### config.mk
export PLATFORM = sky130hd
export DESIGN_NAME = unidad_flags_flat
export DESIGN_NICKNAME = d
export VERILOG_FILES = /design/src/rtl/unidad_flags_pkg.sv /design/src/rtl/unidad_flags_if.sv /design/src/rtl/unidad_flags_eval_cond.sv /design/src/rtl/unidad_flags.sv /design/src/flat_wrapper.sv
export SDC_FILE = /design/constraint.sdc
export NUM_CORES = 1
export LEC_CHECK = 0
export BUFFER_PORTS_ARGS = -buffer_cell sky130_fd_sc_hd__buf_4
export CORE_AREA = 2 2 46 48
export CTS_BUF_LIST = sky130_fd_sc_hd__clkbuf_8
export CTS_CLUSTER_DIAMETER = 60
export DETAILED_ROUTE_END_ITERATION = 12
export DIE_AREA = 0 0 48 50
export PLACE_DENSITY_LB_ADDON = 0.15
export SYNTH_ARGS = -nofsm -noshare
export SYNTH_HDL_FRONTEND = slang
export SYNTH_SLANG_ARGS = --single-unit
### constraint.sdc
create_clock -name clk -period 3.05 [get_ports clk]
set_input_delay 0.1525 -clock clk [delete_from_list [all_inputs] [get_ports clk]]
set_output_delay 0.1525 -clock clk [all_outputs]
set_load 0.02 [all_outputs]
### src/rtl/unidad_flags_pkg.sv
// unidad_flags_pkg: condition codes, FSM encoding and flag bank type for unidad_flags
package unidad_flags_pkg;
  localparam logic [2:0] COND_SIEMPRE = 3'd0;
  localparam logic [2:0] COND_Z       = 3'd1;
  localparam logic [2:0] COND_NZ      = 3'd2;
  localparam logic [2:0] COND_C       = 3'd3;
  localparam logic [2:0] COND_NC      = 3'd4;
  localparam logic [2:0] COND_V       = 3'd5;
  localparam logic [2:0] COND_NV      = 3'd6;
  localparam logic [2:0] COND_NUNCA   = 3'd7;
  localparam logic [1:0] ST_NORMAL   = 2'd0;
  localparam logic [1:0] ST_ENTRADA  = 2'd1;
  localparam logic [1:0] ST_SERVICIO = 2'd2;
  localparam logic [1:0] ST_SALIDA   = 2'd3;
  typedef enum logic [1:0] {
    NORMAL   = ST_NORMAL,
    ENTRADA  = ST_ENTRADA,
    SERVICIO = ST_SERVICIO,
    SALIDA   = ST_SALIDA
  } estado_t;
  typedef struct packed {
    logic c;
    logic v;
    logic z;
  } banco_t;
endpackage

### src/rtl/unidad_flags_if.sv
// unidad_flags_if: ALU flag inputs, control decode inputs and branch/interrupt outputs
interface unidad_flags_if #(parameter int N_COND = 3, parameter int W_CNT = 8);
  logic carry, overflow, zero, carry_intr, zero_intr;
  logic we_flags, intr_req, ei, di, reti;
  logic [N_COND-1:0] cond;
  logic salto, interrupcion, intr_ack, flag_c, flag_v, flag_z;
  logic [W_CNT-1:0] cnt_intr;
  modport master (
    output carry, overflow, zero, carry_intr, zero_intr, we_flags, intr_req, ei, di, reti, cond,
    input  salto, interrupcion, intr_ack, flag_c, flag_v, flag_z, cnt_intr
  );
  modport slave (
    input  carry, overflow, zero, carry_intr, zero_intr, we_flags, intr_req, ei, di, reti, cond,
    output salto, interrupcion, intr_ack, flag_c, flag_v, flag_z, cnt_intr
  );
endinterface

### src/rtl/unidad_flags_eval_cond.sv
// eval_cond: branch decision from condition code and the active flag bank
module eval_cond
  import unidad_flags_pkg::*;
#(parameter int N_COND = 3) (
  input  logic [N_COND-1:0] cond,
  input  banco_t            f,
  output logic              salto
);
  always_comb begin
    salto = 1'b0;
    case (cond)
      COND_SIEMPRE: salto = 1'b1;
      COND_Z:       salto = f.z;
      COND_NZ:      salto = !f.z;
      COND_C:       salto = f.c;
      COND_NC:      salto = !f.c;
      COND_V:       salto = f.v;
      COND_NV:      salto = !f.v;
      default:      salto = 1'b0;
    endcase
  end
endmodule

### src/rtl/unidad_flags.sv
// unidad_flags: dual flag banks, branch evaluation and interrupt entry/return sequencing
module unidad_flags
  import unidad_flags_pkg::*;
#(parameter int N_COND = 3, parameter int W_CNT = 8) (
  input logic clk,
  input logic reset,
  unidad_flags_if.slave bus
);
  estado_t est_q, est_d;
  banco_t nb_q, nb_d, ib_q, ib_d, act;
  logic en_q, en_d, pend_q, pend_d, ack_q, ack_d, intr_q, intr_d;
  logic [W_CNT-1:0] cnt_q, cnt_d;
  always_comb begin
    est_d = est_q;
    case (est_q)
      NORMAL:   est_d = pend_q ? ENTRADA : NORMAL;
      ENTRADA:  est_d = SERVICIO;
      SERVICIO: est_d = bus.reti ? SALIDA : SERVICIO;
      default:  est_d = pend_q ? ENTRADA : NORMAL;
    endcase
    nb_d = (est_q == NORMAL && bus.we_flags) ? {bus.carry, bus.overflow, bus.zero} : nb_q;
    ib_d = (est_q == ENTRADA) ? '0 :
           (est_q == SERVICIO && bus.we_flags) ? {bus.carry_intr, bus.overflow, bus.zero_intr} : ib_q;
    pend_d = (est_q == ENTRADA) ? 1'b0 : pend_q | (bus.intr_req & en_q);
    // hardware masking on entry/exit overrides ei/di decoded in the same cycle
    en_d = (est_q == ENTRADA) ? 1'b0 :
           (est_q == SALIDA)  ? 1'b1 :
           bus.di ? 1'b0 : bus.ei ? 1'b1 : en_q;
    cnt_d  = cnt_q + W_CNT'(est_q == ENTRADA);
    ack_d  = est_d == ENTRADA;
    intr_d = est_d == SERVICIO;
  end
  always_ff @(posedge clk or posedge reset)
    if (reset) begin
      est_q  <= NORMAL;
      nb_q   <= '0;
      ib_q   <= '0;
      en_q   <= 1'b0;
      pend_q <= 1'b0;
      cnt_q  <= '0;
      ack_q  <= 1'b0;
      intr_q <= 1'b0;
    end else begin
      est_q  <= est_d;
      nb_q   <= nb_d;
      ib_q   <= ib_d;
      en_q   <= en_d;
      pend_q <= pend_d;
      cnt_q  <= cnt_d;
      ack_q  <= ack_d;
      intr_q <= intr_d;
    end
  assign act = intr_q ? ib_q : nb_q;
  eval_cond #(.N_COND(N_COND)) u_eval_cond (.cond(bus.cond), .f(act), .salto(bus.salto));
  assign bus.interrupcion = intr_q;
  assign bus.intr_ack     = ack_q;
  assign bus.flag_c       = act.c;
  assign bus.flag_v       = act.v;
  assign bus.flag_z       = act.z;
  assign bus.cnt_intr     = cnt_q;
endmodule

### src/flat_wrapper.sv
// flat-port wrapper written by rule: the top's interface ports become plain ports
module unidad_flags_flat import unidad_flags_pkg::*;
#(parameter int N_COND = 3, parameter int W_CNT = 8)
  (clk, reset, bus_carry, bus_overflow, bus_zero, bus_carry_intr, bus_zero_intr, bus_we_flags, bus_intr_req, bus_ei, bus_di, bus_reti, bus_cond, bus_salto, bus_interrupcion, bus_intr_ack, bus_flag_c, bus_flag_v, bus_flag_z, bus_cnt_intr);
  unidad_flags_if #(.N_COND(N_COND), .W_CNT(W_CNT)) bus_i ();
  input logic clk;
  input logic reset;
  input wire logic [$bits(bus_i.carry)-1:0] bus_carry;
  input wire logic [$bits(bus_i.overflow)-1:0] bus_overflow;
  input wire logic [$bits(bus_i.zero)-1:0] bus_zero;
  input wire logic [$bits(bus_i.carry_intr)-1:0] bus_carry_intr;
  input wire logic [$bits(bus_i.zero_intr)-1:0] bus_zero_intr;
  input wire logic [$bits(bus_i.we_flags)-1:0] bus_we_flags;
  input wire logic [$bits(bus_i.intr_req)-1:0] bus_intr_req;
  input wire logic [$bits(bus_i.ei)-1:0] bus_ei;
  input wire logic [$bits(bus_i.di)-1:0] bus_di;
  input wire logic [$bits(bus_i.reti)-1:0] bus_reti;
  input wire logic [$bits(bus_i.cond)-1:0] bus_cond;
  output wire logic [$bits(bus_i.salto)-1:0] bus_salto;
  output wire logic [$bits(bus_i.interrupcion)-1:0] bus_interrupcion;
  output wire logic [$bits(bus_i.intr_ack)-1:0] bus_intr_ack;
  output wire logic [$bits(bus_i.flag_c)-1:0] bus_flag_c;
  output wire logic [$bits(bus_i.flag_v)-1:0] bus_flag_v;
  output wire logic [$bits(bus_i.flag_z)-1:0] bus_flag_z;
  output wire logic [$bits(bus_i.cnt_intr)-1:0] bus_cnt_intr;
  assign bus_i.carry = bus_carry;
  assign bus_i.overflow = bus_overflow;
  assign bus_i.zero = bus_zero;
  assign bus_i.carry_intr = bus_carry_intr;
  assign bus_i.zero_intr = bus_zero_intr;
  assign bus_i.we_flags = bus_we_flags;
  assign bus_i.intr_req = bus_intr_req;
  assign bus_i.ei = bus_ei;
  assign bus_i.di = bus_di;
  assign bus_i.reti = bus_reti;
  assign bus_i.cond = bus_cond;
  assign bus_salto = bus_i.salto;
  assign bus_interrupcion = bus_i.interrupcion;
  assign bus_intr_ack = bus_i.intr_ack;
  assign bus_flag_c = bus_i.flag_c;
  assign bus_flag_v = bus_i.flag_v;
  assign bus_flag_z = bus_i.flag_z;
  assign bus_cnt_intr = bus_i.cnt_intr;
  unidad_flags #(.N_COND(N_COND), .W_CNT(W_CNT)) u_core (.clk(clk), .reset(reset), .bus(bus_i));
endmodule
==> impl_metrics.py <==
metrics = {
    "sta": {
        "fin_crit_sh_pct": 57.3,
        "slew_viol_final": 0,
        "finalHoldViolCount": 0,
        "relSlewSlack_pct": 52.1,
        "period_needed_ns": 1.75,
        "finalClockSkew_ns": 0.00886,
        "rsz0062_at_grt": "false",
        "setup_slack_ns": 1.30,
        "holdWs_ns": 0.0116,
        "max_freq_mhz": 572,
        "tns_ns": 0,
        "worstMarginPinSlew_ns": 0.718,
        "finalSetupViolations": 0,
    },
    "final_layout": {
        "final_net_count": 134,
        "area_growth_pct": 34.2,
        "num_antenna_cells": 0,
        "drive_above_1_share_pct": 35.7,
        "final_cells": 139,
        "final_cell_mix": "28 x buf_4, 20 x dfrtp_1, 9 x nand2_1",
        "layout_commonest_cell": "buf_4",
    },
    "grt": {
        "grt_pass1_vias": 652,
        "grt_antenna_before_repair": 0,
        "grt_usage_pct": 15.6,
        "globalRouteOverflowTotal": 0,
        "grt_max_degree": 21,
        "grt_pass1_wl_mm": 2.68,
    },
    "die": {
        "die_area_sq_um": 2400,
        "coreArea_sq_um": 1900,
        "placementRows": 16,
        "start_util_pct": 48.5,
        "dieHeight_um": 50,
        "ioPinCount": 29,
        "die_w_um": 48,
    },
    "placed_design": {
        "place_ws_ns": 1.33,
        "port_buffers": 28,
        "gp_congestion": 0.737,
        "dp_hpwl_mm": 1.29,
        "numPlacedInstances": 135,
    },
    "clock_tree": {
        "cts_hold_buffers": 0,
        "post_cts_resized": 0,
        "insertion_delay_ns": 0.26,
        "cts_max_level": 1,
        "tritoncts": "built",
        "post_cts_buffers": 0,
        "clock_path_buffers": 2,
        "cts_buffers": 3,
        "cts_sinks": 20,
        "path_clk_slew_ns": 0.08,
        "cts_root_buffer": "clkbuf_8",
    },
    "logic_synthesis": {
        "synth_fp_nets": 101,
        "ys_seq_area_share_pct": 54.3,
        "ys_ff_latch": 20,
        "syn_inst": 80,
        "yosys_warnings": 0,
        "syn_avg_cell_area_sq_um": 11.5,
        "netlist_area_sq_um": 922,
        "yosysUniqueCellTypes": 22,
    },
    "setup_path": {
        "cp.arrival_ns": 1.60,
        "cp_max_fo": 4,
        "crit_type": "flop to output pin",
        "crit_path_end_kind": "output pin",
        "crit_path_start_kind": "flop",
        "crit_required_ns": 2.90,
    },
    "power": {
        "combinationalPowerShare_pct": 43.1,
        "cell_internal_pwr_mw": 0.815,
        "power.switching_mw": 0.452,
        "power_leakage_nw": 0.611,
        "powerDensity_nw_per_um2": 1020,
        "p_seq_share_pct": 36.3,
        "ir_worst_vdd_mv": 0.582,
        "clkPwrFrac_pct": 20.6,
        "switching_share_pct": 35.7,
    },
    "route": {
        "dr.pass1.iters": 4,
        "drc": 0,
        "wl_per_cell_um": 11.6,
        "drtAntennaViolNets": 0,
        "drt_iter0_drc": 13,
        "wirelength_mm": 1.62,
        "vias": 684,
        "vias_per_cell": 4.92,
    },
    "hold_path": {
        "hold_class": "input port to async pin",
    },
    "run": {
        "drv_cap": 0,
    },
    "run_status": {
        "outcome": "complete, no violations",
    },
}
## per-stage QoR
stage | total power [mW] | area [sq um] | util [%]
2_1_floorplan | 0.807 | 922 | -
3_3_place_gp | 1.00 | 1170 | 61.3
3_5_place_dp | 1.02 | 1170 | 61.3
4_1_cts | 1.28 | 1240 | 65.1
5_1_grt | 1.36 | 1240 | 65.1
6_report | 1.27 | 1240 | 65.1
## worst max-delay path: stages (launching register included)
cell and delay, ns:
dfrtp_1 0.42, mux2_2 0.39, a22o_1 0.22, nand2_1 0.07, o221ai_2 0.08, buf_4 0.16
## final cells by class
cell class	instances	area, sq um
clock buffers	3	41.3
fillers	169	664
multi-input cells	56	407
well taps	27	33.8
clock inverters	1	30.0
inverters	4	15.0
flip-flops and latches	20	500
repair buffers	28	210
## kinds of logic (layout without fill, tap and decap cells)
logic type                 after synthesis  after routing  share of synthesized area, %
AOI/OAI and AO/OA                       12             12                          9.36
adders and majority gates                6              6                          8.14
DFF                                     20             20                          54.3
buffers and inverters                    4             36                          1.63
xor gates and xnor gates                 6              6                          5.70
muxes                                    6              6                          7.73
and+or+nand+nor                         26             26                          13.2
## synthesized netlist by cell type
master    instances  share of area, %
xor2_1            2               1.9
a21oi_1           6               3.3
inv_1             4               1.6
nor2b_1           3               2.0
a211oi_1          1              0.81
a31o_2            1              0.95
or3_1             1              0.68
ha_1              6               8.1
o22a_1            1              0.95
mux2_2            5               6.1
a22o_1            1              0.95
and3_1            1              0.68
mux2_4            1               1.6
nand2_1           9               3.7
a21boi_0          1              0.81
nor2_1            4               1.6
nand3_1           6               3.3
nor3_1            1              0.54
o221ai_2          1               1.6
or2_1             1              0.68
dfrtp_1          20                54
xnor2_1           4               3.8
## path summary, 6_finish.rpt
path / from / endpoint / slack [ns] / cells after the start
max: u_core.bus.interrupcion / bus_salto / 1.30 / 5
min: reset / u_core.bus.cnt_intr[1] / 0.01 / 2
max reg2reg: u_core.est_q[1] / u_core.bus.cnt_intr[7] / 1.31 / 7
min reg2reg: u_core.bus.cnt_intr[7] / u_core.bus.cnt_intr[7] / 0.47 / 1
max in group asynchronous: reset / u_core.nb_q[1] / 2.58 / 2
min in group clk: bus_di / u_core.en_q / 0.08 / 2
## routing by layer
metal / GRT usage [%] / vias up / wire [um]
met4: 6.76 / 0 / 35
li1: - / 340 / -
met3: 3.30 / 4 / 84
met2: 24.2 / 18 / 826
met5: 0 / - / 0
met1: 20.3 / 322 / 671
## power groups by stage
stage                     Combinational (mW)  Clock (mW)  Sequential, mW
after floorplan                        0.309           0           0.497
after global placement                 0.541           0           0.462
after detailed placement               0.552           0           0.465
after CTS                              0.553       0.266           0.460
after global routing                   0.603       0.282           0.478
final                                  0.546       0.261           0.460
## state kept, by name, indices dropped and copies added (netlist names)
signal and count:
u_core.bus.interrupcion 1, u_core.est_q 2, u_core.pend_q 1, u_core.bus.cnt_intr 8, u_core.bus.intr_ack 1, u_core.ib_q 3
u_core.nb_q 3, u_core.en_q 1
Power figures use the tool's default switching activity.
